## config.mk

```make
export PLATFORM = sky130hd
export DESIGN_NAME = dbus_arbiter
export DESIGN_NICKNAME = d
export VERILOG_FILES = /design/src/rtl/dbus_arbiter.sv
export SDC_FILE = /design/constraint.sdc
export NUM_CORES = 1
export LEC_CHECK = 0
export BUFFER_PORTS_ARGS = -buffer_cell sky130_fd_sc_hd__buf_2
export CAP_MARGIN = 20
export CORE_AREA = 2 2 157 159
export DETAILED_ROUTE_END_ITERATION = 8
export DIE_AREA = 0 0 159 161
export PLACE_DENSITY = 0.58
export SYNTH_ARGS = -nofsm -noshare
export SYNTH_HDL_FRONTEND = slang
export SYNTH_SLANG_ARGS = --single-unit
```

## constraint.sdc

```tcl
create_clock -name clk -period 7 [get_ports clk]
set_clock_uncertainty 0.05 [all_clocks]
set_input_delay 1.4 -clock clk [delete_from_list [all_inputs] [get_ports clk]]
set_output_delay 1.4 -clock clk [all_outputs]
set_load 0.005 [all_outputs]
```

## src/rtl/dbus_arbiter.sv

```systemverilog
// Two-port data bus arbiter: CPU (C) vs DMA/debug (D), with TC1/TC2/memory decode.
// Define ARB_ERR_EN to flag addresses above MEM_TOP (outside the TC windows) as errors.
module dbus_arbiter #(
    parameter int unsigned STARVE_MAX = 4,
    parameter logic [31:0] MEM_TOP    = 32'h2fff
) (
    input  logic        clk,
    input  logic        reset,
    input  logic        c_req,
    input  logic [31:0] c_addr,
    input  logic [31:0] c_wdata,
    input  logic [3:0]  c_byteen,
    output logic        c_ack,
    output logic [31:0] c_rdata,
    output logic        c_err,
    input  logic        d_req,
    input  logic [31:0] d_addr,
    input  logic [31:0] d_wdata,
    input  logic [3:0]  d_byteen,
    output logic        d_ack,
    output logic [31:0] d_rdata,
    output logic        d_err,
    output logic [31:0] m_data_addr,
    output logic [31:0] m_data_wdata,
    output logic [3:0]  m_data_byteen,
    input  logic [31:0] m_data_rdata,
    output logic [29:0] tc_addr,
    output logic        tc1_we,
    output logic        tc2_we,
    input  logic [31:0] tc1_dout,
    input  logic [31:0] tc2_dout
);

    typedef enum logic [1:0] {
        IDLE,
        ACCESS,
        DONE
    } state_t;

    localparam logic [3:0] STARVE_LIM = 4'(STARVE_MAX);

    state_t      state, next_state;
    logic [31:0] lat_addr, lat_wdata;
    logic [3:0]  lat_byteen;
    logic        lat_is_d;
    logic [3:0]  streak;
    logic [31:0] rdata_q;
    logic        err_q;

    logic        any_req, d_wins;
    logic        hit_tc1, hit_tc2, addr_err, is_write;
    logic [31:0] sel_rdata;

    // D only beats a simultaneous CPU request once the CPU has won STARVE_MAX times in a row.
    assign any_req = c_req | d_req;
    assign d_wins  = d_req & (~c_req | (streak == STARVE_LIM));

    assign hit_tc1  = (lat_addr >= 32'h7f00) && (lat_addr <= 32'h7f0b);
    assign hit_tc2  = (lat_addr >= 32'h7f10) && (lat_addr <= 32'h7f1b);
    assign is_write = |lat_byteen;
`ifdef ARB_ERR_EN
    assign addr_err = ~hit_tc1 & ~hit_tc2 & (lat_addr > MEM_TOP);
`else
    assign addr_err = 1'b0;
`endif

    assign sel_rdata = hit_tc1 ? tc1_dout : (hit_tc2 ? tc2_dout : m_data_rdata);

    always_ff @(posedge clk or posedge reset) begin
        if (reset) begin
            state <= IDLE;
        end else begin
            state <= next_state;
        end
    end

    always_comb begin
        next_state    = state;
        m_data_byteen = 4'b0000;
        tc1_we        = 1'b0;
        tc2_we        = 1'b0;
        c_ack         = 1'b0;
        d_ack         = 1'b0;
        case (state)
            IDLE: begin
                if (any_req) begin
                    next_state = ACCESS;
                end
            end
            ACCESS: begin
                next_state = DONE;
                if (hit_tc1) begin
                    tc1_we = is_write;
                end else if (hit_tc2) begin
                    tc2_we = is_write;
                end else if (!addr_err) begin
                    m_data_byteen = lat_byteen;
                end
            end
            DONE: begin
                next_state = IDLE;
                c_ack      = ~lat_is_d;
                d_ack      = lat_is_d;
            end
            default: next_state = IDLE;
        endcase
    end

    always_ff @(posedge clk or posedge reset) begin
        if (reset) begin
            lat_addr   <= 32'h0;
            lat_wdata  <= 32'h0;
            lat_byteen <= 4'h0;
            lat_is_d   <= 1'b0;
        end else if (state == IDLE && any_req) begin
            lat_addr   <= d_wins ? d_addr   : c_addr;
            lat_wdata  <= d_wins ? d_wdata  : c_wdata;
            lat_byteen <= d_wins ? d_byteen : c_byteen;
            lat_is_d   <= d_wins;
        end
    end

    // Streak only counts CPU wins that actually made D wait.
    always_ff @(posedge clk or posedge reset) begin
        if (reset) begin
            streak <= 4'h0;
        end else if (state == IDLE) begin
            if (!d_req || d_wins) begin
                streak <= 4'h0;
            end else if (streak < STARVE_LIM) begin
                streak <= streak + 4'h1;
            end
        end
    end

    always_ff @(posedge clk or posedge reset) begin
        if (reset) begin
            rdata_q <= 32'h0;
            err_q   <= 1'b0;
        end else if (state == ACCESS) begin
            rdata_q <= (is_write || addr_err) ? 32'h0 : sel_rdata;
            err_q   <= addr_err;
        end
    end

    assign c_rdata      = c_ack ? rdata_q : 32'h0;
    assign d_rdata      = d_ack ? rdata_q : 32'h0;
    assign c_err        = c_ack & err_q;
    assign d_err        = d_ack & err_q;
    assign m_data_addr  = lat_addr;
    assign m_data_wdata = lat_wdata;
    assign tc_addr      = lat_addr[31:2];

endmodule

```

==> impl_results.md, run 1 <==
- Fmax: 0.261 GHz
- Post-CTS Setup Inserts: 0
- Final Setup Violations: 0
- Largest area contributor in the netlist: dfrtp_1
- Num CTS Buffers: 9
- CP peak stage delay: 0.43 ns
- Async set-or-reset flop fraction in the synthesized netlist: 100%
- Final nets: 1215
- H-Tree Level Count: 3
- Clk pin slew, worst setup/hold paths: 0.07 ns
- Crit Reg-Reg Startpoint: streak[0]$_DFFE_PP0P_
- Vias per inst: 4.55
- Power Total: 2.73 mW
- CTS tree: built
- DRC errors left: 0
- CP Class: flip-flop to primary output
- Number of DRC violations after detailed-routing iteration 0: 260
- Pin count of the biggest net entering global routing: 115
- Initial antenna violation count: 0
- RePlAce Congestion: 0.808
- Share of cells above drive strength 1: 45.7%
- CP endpoint kind: primary output
- First-pass DRT Iterations: 4
- Syn-to-layout area delta: 38.0%
- Clock Tree Buf Depth: 2
- Dpl cells: 1289
- Hold Path Origin: rdata_q[7]$_DFFE_PP0P_
- Core area: 24000 sq um
- Sequential area share after synthesis: 43.2%
- R2R Setup Slk: 4.18 ns
- Final non-filler cell total: 1306
- Biggest fanout along the worst timing path: 38
- Gr usage total: 17.0%
- Yosys warns: 0
- Die Area: 25600 sq um
- Synthesized area: 6200 sq um
- Status: finished, final reports clean
- Initial core utilization: 25.9%
- Worst hold path class: flip-flop to flip-flop
- Startpoint Class: flip-flop
- FF+latch count, synth: 107
- Setup TNS: 0 ns
- PwrDens: 319 nW/um^2
- WP data arrival: 2.39 ns
- Final hold viol count: 0
- Total wire length: 22.2 mm
- Max-slew headroom: 27.5%
- Hold_ws: 0.449 ns
- End of the worst hold path: rdata_q[7]$_DFFE_PP0P_
- Grt ovf: 0
- Hold Path Depth: 2
- Hold-fix buffers, CTS: 0
- Die W: 159 um
- Syn Area/Cell: 9.72 sq um
- Worst EP required: 5.55 ns
- Slew @ Worst Pin: 1.09 ns
- Min Tclk post-route: 3.84 ns
- Most common cell after layout, fill and taps aside: buf_2
- CP Cell Sequence: nor4_2, nand4_2, buf_12, or2_1, buf_4, nor3_1, buf_2
- Area share of the largest cell type after synthesis: 43.2%
- Cells after Synth: 638
- Synth area leaders: dfrtp_1 (43%), mux2i_1 (16%), and2_1 (6.5%)
- Die height: 161 um
- WL/cell: 17.0 um
- Clock root buffer: clkbuf_16
- Worst VDD drop: 0.000142 V
- Diodes inserted: 0
- Reg2reg path depth: 7
- Commonest non-fill, non-tap cells in the layout: buf_2 (401), dfrtp_1 (106), mux2i_1 (100), nor2_1 (71), a21oi_1 (70)
- Final ANT Viol Nets: 0
- DPL Wire Length: 17.1 mm
- Cell area after layout: 8560 sq um
- Unrepaired setup endpoints after global routing: false
- R2r endpoint: m_data_addr[20]$_DFFE_PP0P_
- LEAKAGE: 4.30 nW
- Number of max-cap violations: 0
- Routed via count: 5940
- Vias in the first global route: 5829
- Post-CTS resize count: 0
- Post-place instance area: 8220 sq um
- Library cells used by synthesis: 42
- Max Slew Vio Count: 0
- Num rows: 57
- Fin util: 35.7%
- Clock Latency Late Sink: 0.35 ns
- Top Ports: 404
- Pre-CTS setup slack: 2.76 ns
- Worst path slowest cell: dfrtp_1
- CTS Sinks: 107
- First-pass GRT wire length: 34.1 mm
- Period utilisation layout: 54.8%
- Ys flop type: dfrtp_1
- I/O Buffers: 401
- EDFF count, synth: 0
- Final WS setup: 3.16 ns
==> kinds of logic (layout without fill, tap and decap cells) <==
kind of cell             Yosys count  after routing  synth area share (%)
flip-flops                       107            107                  43.2
AO/OA/AOI/OAI                    140            140                  15.2
other                              1              2                0.0605
multiplexers                     101            101                  16.3
buffers and inverters             92            435                  8.58
adder cells (fa/ha/maj)            2              2                 0.404
AND/OR/NAND/NOR                  195            195                  16.3
==> report_power, final <==
group          internal, mW  switching [mW]  total, mW
Clock                 0.289           0.265      0.553
Sequential            0.845           0.193       1.04
Combinational         0.486           0.650       1.14
==> cell usage after synthesis (all sizes together) (3+ instances only) <==
| cell type | number |
|---|---|
| nor4 | 3 |
| clkbuf | 32 |
| nor2 | 72 |
| and3 | 4 |
| nor3 | 3 |
| o211ai | 32 |
| and2 | 64 |
| mux2i | 100 |
| a21oi | 70 |
| dfrtp | 107 |
| inv | 7 |
| nand2 | 36 |
| buf | 53 |
| o311ai | 32 |
==> flip-flops by register name, summed over array words and instances (netlist names) <==
signal	cells
state	2
rdata_q	32
m_data_addr	32
m_data_wdata	32
lat_byteen	4
streak	4
lat_is_d	1
==> cell type report <==
type	instances	area (sq um)
fillers	2493	15400
multi-input cells	440	3020
clock inverters	7	92.6
flip-flops and latches	107	2680
inverters	7	28.8
repair buffers	412	2100
well taps	324	405
clock buffers	9	225
==> routing by layer <==
| metal | vias up | GRT usage, % | part of all wire, % |
|---|---|---|---|
| met2 | 285 | 31.0 | 52 |
| met1 | 2741 | 20.2 | 41 |
| li1 | 2904 | - | - |
| met3 | 10 | 4.19 | 6.8 |
| met5 | - | 0 | 0 |
| met4 | 0 | 3.60 | 1.0 |
==> worst max-delay path, delay by kind of cell, from the launching register on <==
family	cells	cell delay [ns]
buffers and inverters	3	0.58
flip-flops	1	0.43
AND/OR/NAND/NOR	4	0.96
==> worst max path at each step <==
stage	startpoint	endpoint	slack [ns]	depth (start not counted)
2_1_floorplan	reset	lat_byteen[0]$_DFFE_PP0P_	2.73	1
3_3_place_gp	m_data_addr[27]$_DFFE_PP0P_	m_data_byteen[3]	2.74	6
3_5_place_dp	m_data_addr[27]$_DFFE_PP0P_	tc2_we	2.76	6
4_1_cts	m_data_addr[27]$_DFFE_PP0P_	tc2_we	2.35	6
5_1_grt	m_data_addr[6]$_DFFE_PP0P_	tc1_we	2.99	7
6_report	m_data_addr[27]$_DFFE_PP0P_	tc2_we	3.16	7
(Power assumes the default switching activity.)
==> inputs of run 2 (changes only) <==
--- a/config.mk
+++ b/config.mk
@@ -7,10 +7,10 @@
 export LEC_CHECK = 0
 export BUFFER_PORTS_ARGS = -buffer_cell sky130_fd_sc_hd__buf_2
 export CAP_MARGIN = 20
-export CORE_AREA = 2 2 157 159
+export CORE_AREA = 2 2 159 161
 export DETAILED_ROUTE_END_ITERATION = 8
-export DIE_AREA = 0 0 159 161
-export PLACE_DENSITY = 0.58
+export DIE_AREA = 0 0 161 163
+export PLACE_DENSITY = 0.59
 export SYNTH_ARGS = -nofsm -noshare
 export SYNTH_HDL_FRONTEND = slang
 export SYNTH_SLANG_ARGS = --single-unit
==> constraint.sdc (replaced) <==
create_clock -name clk -period 3.1 [get_ports clk]
set_clock_uncertainty 0.05 [all_clocks]
set_input_delay 0.62 -clock clk [delete_from_list [all_inputs] [get_ports clk]]
set_output_delay 0.62 -clock clk [all_outputs]
set_load 0.005 [all_outputs]
==> impl_results.md, run 2 (synthesis gave the netlist of run 1 again) <==
- Clock Tree Buf Depth: 2
- Routed via count: 5899
- Clk pin slew, worst setup/hold paths: 0.09 ns
- Status: finished, final reports clean
- PwrDens: 709 nW/um^2
- Syn-to-layout area delta: 39.1%
- CTS tree: built
- Hold-fix buffers, CTS: 0
- CP peak stage delay: 0.46 ns
- LEAKAGE: 4.32 nW
- Number of max-cap violations: 0
- I/O Buffers: 401
- Num rows: 58
- Fmax: 0.355 GHz
- First-pass GRT wire length: 32.2 mm
- Final WS setup: 0.286 ns
- DPL Wire Length: 17.2 mm
- Worst EP required: 2.43 ns
- Final nets: 1220
- Commonest non-fill, non-tap cells in the layout: buf_2 (401), dfrtp_1 (106), mux2i_1 (100), nor2_1 (71), a21oi_1 (70)
- R2R Setup Slk: 0.85 ns
- Unrepaired setup endpoints after global routing: false
- Slew @ Worst Pin: 0.553 ns
- Initial core utilization: 25.1%
- Min Tclk post-route: 2.81 ns
- Clock root buffer: clkbuf_16
- Max Slew Vio Count: 0
- CP endpoint kind: primary output
- Worst hold path class: input pin to asynchronous set/reset pin
- Worst VDD drop: 0.000422 V
- Final ANT Viol Nets: 0
- Gr usage total: 15.9%
- WP data arrival: 2.14 ns
- Vias per inst: 4.48
- Final hold viol count: 0
- CP Cell Sequence: nor4_2, nand4_2, or2_1, and3_1, buf_2
- CP Class: flip-flop to primary output
- Top Ports: 404
- Initial antenna violation count: 1
- Post-CTS Setup Inserts: 0
- Grt ovf: 0
- CTS Sinks: 107
- Setup TNS: 0 ns
- Biggest fanout along the worst timing path: 7
- Die height: 163 um
- First-pass DRT Iterations: 5
- Worst path slowest cell: nor4_2
- Share of cells above drive strength 1: 45.9%
- Startpoint Class: flip-flop
- Pre-CTS setup slack: 0.618 ns
- Core area: 24700 sq um
- Post-CTS resize count: 0
- Max-slew headroom: 63.1%
- Fill count: 2550
- Total wire length: 21.8 mm
- Vias in the first global route: 5526
- H-Tree Level Count: 3
- DRC errors left: 0
- Diodes inserted: 0
- WL/cell: 16.6 um
- Register area: 2680 sq um
- Period utilisation layout: 90.8%
- Multi-input gate area: 3020 sq um
- Die Area: 26200 sq um
- Number of DRC violations after detailed-routing iteration 0: 284
- RePlAce Congestion: 0.805
- Num CTS Buffers: 9
- Final Setup Violations: 0
- Pin count of the biggest net entering global routing: 57
- Die W: 161 um
- Most common cell after layout, fill and taps aside: buf_2
- Clock Latency Late Sink: 0.36 ns
run 2: changes by cell type in the layout (fill, tap and decap cells not counted), sizes merged:
cell      change
clkinvlp      +1
buf           +5
clkinv        +1
clkbuf        +1
bufinv        -1
inv           -2
run 2: report_power, final:
group / total, mW / switching [mW] / internal [mW]
sequential: 2.33 / 0.427 / 1.91
clock: 1.16 / 0.594 / 0.567
combinational: 2.61 / 1.46 / 1.15
run 2: area by class of cell:
cell class	count	area share, %
well taps	330	4.79
clock buffers	10	2.66
clock inverters	6	0.668
flip-flops and latches	107	31.1
inverters	7	0.348
repair buffers	417	25.4
multi-input cells	440	35.1
run 2: metal layers:
| metal | wire, um | part of all wire (%) | vias to the layer above | global-route usage (%) |
|---|---|---|---|---|
| met5 | 13 | 0.060 | - | 0 |
| met4 | 327 | 1.5 | 2 | 3.98 |
| met3 | 1820 | 8.3 | 18 | 4.53 |
| met2 | 10900 | 50 | 284 | 28.7 |
| met1 | 8740 | 40 | 2682 | 18.5 |
| li1 | - | - | 2913 | - |
run 2: critical path, delay by kind of cell (launching register included):
family        cells  cell delay, ns
simple gates      4            1.23
flops             1            0.43
buf+inv           1            0.12
run 2: final timing paths:
kind	cells past startpoint	start	to
min reg2reg	2	rdata_q[19]$_DFFE_PP0P_	rdata_q[19]$_DFFE_PP0P_
max	5	m_data_addr[27]$_DFFE_PP0P_	m_data_byteen[3]
max in group asynchronous	3	reset	m_data_addr[28]$_DFFE_PP0P_
min	2	reset	m_data_wdata[30]$_DFFE_PP0P_
max reg2reg	5	m_data_addr[27]$_DFFE_PP0P_	rdata_q[26]$_DFFE_PP0P_
min in group clk	2	rdata_q[19]$_DFFE_PP0P_	rdata_q[19]$_DFFE_PP0P_
run 2: per-stage QoR:
step                power [mW]  instances  util [%]  hold WS [ns]  instance area (sq um)
finish                    6.11       1317      34.9         0.252                   8620
global route              6.58       1317      34.9         0.272                   8620
CTS                       6.22       1317      34.9         0.250                   8620
detailed placement        5.03       1301      33.8         0.438                   8330
global placement          4.99       1301      33.8         0.427                   8330
floorplan                 3.93        639         -         0.412                   6210
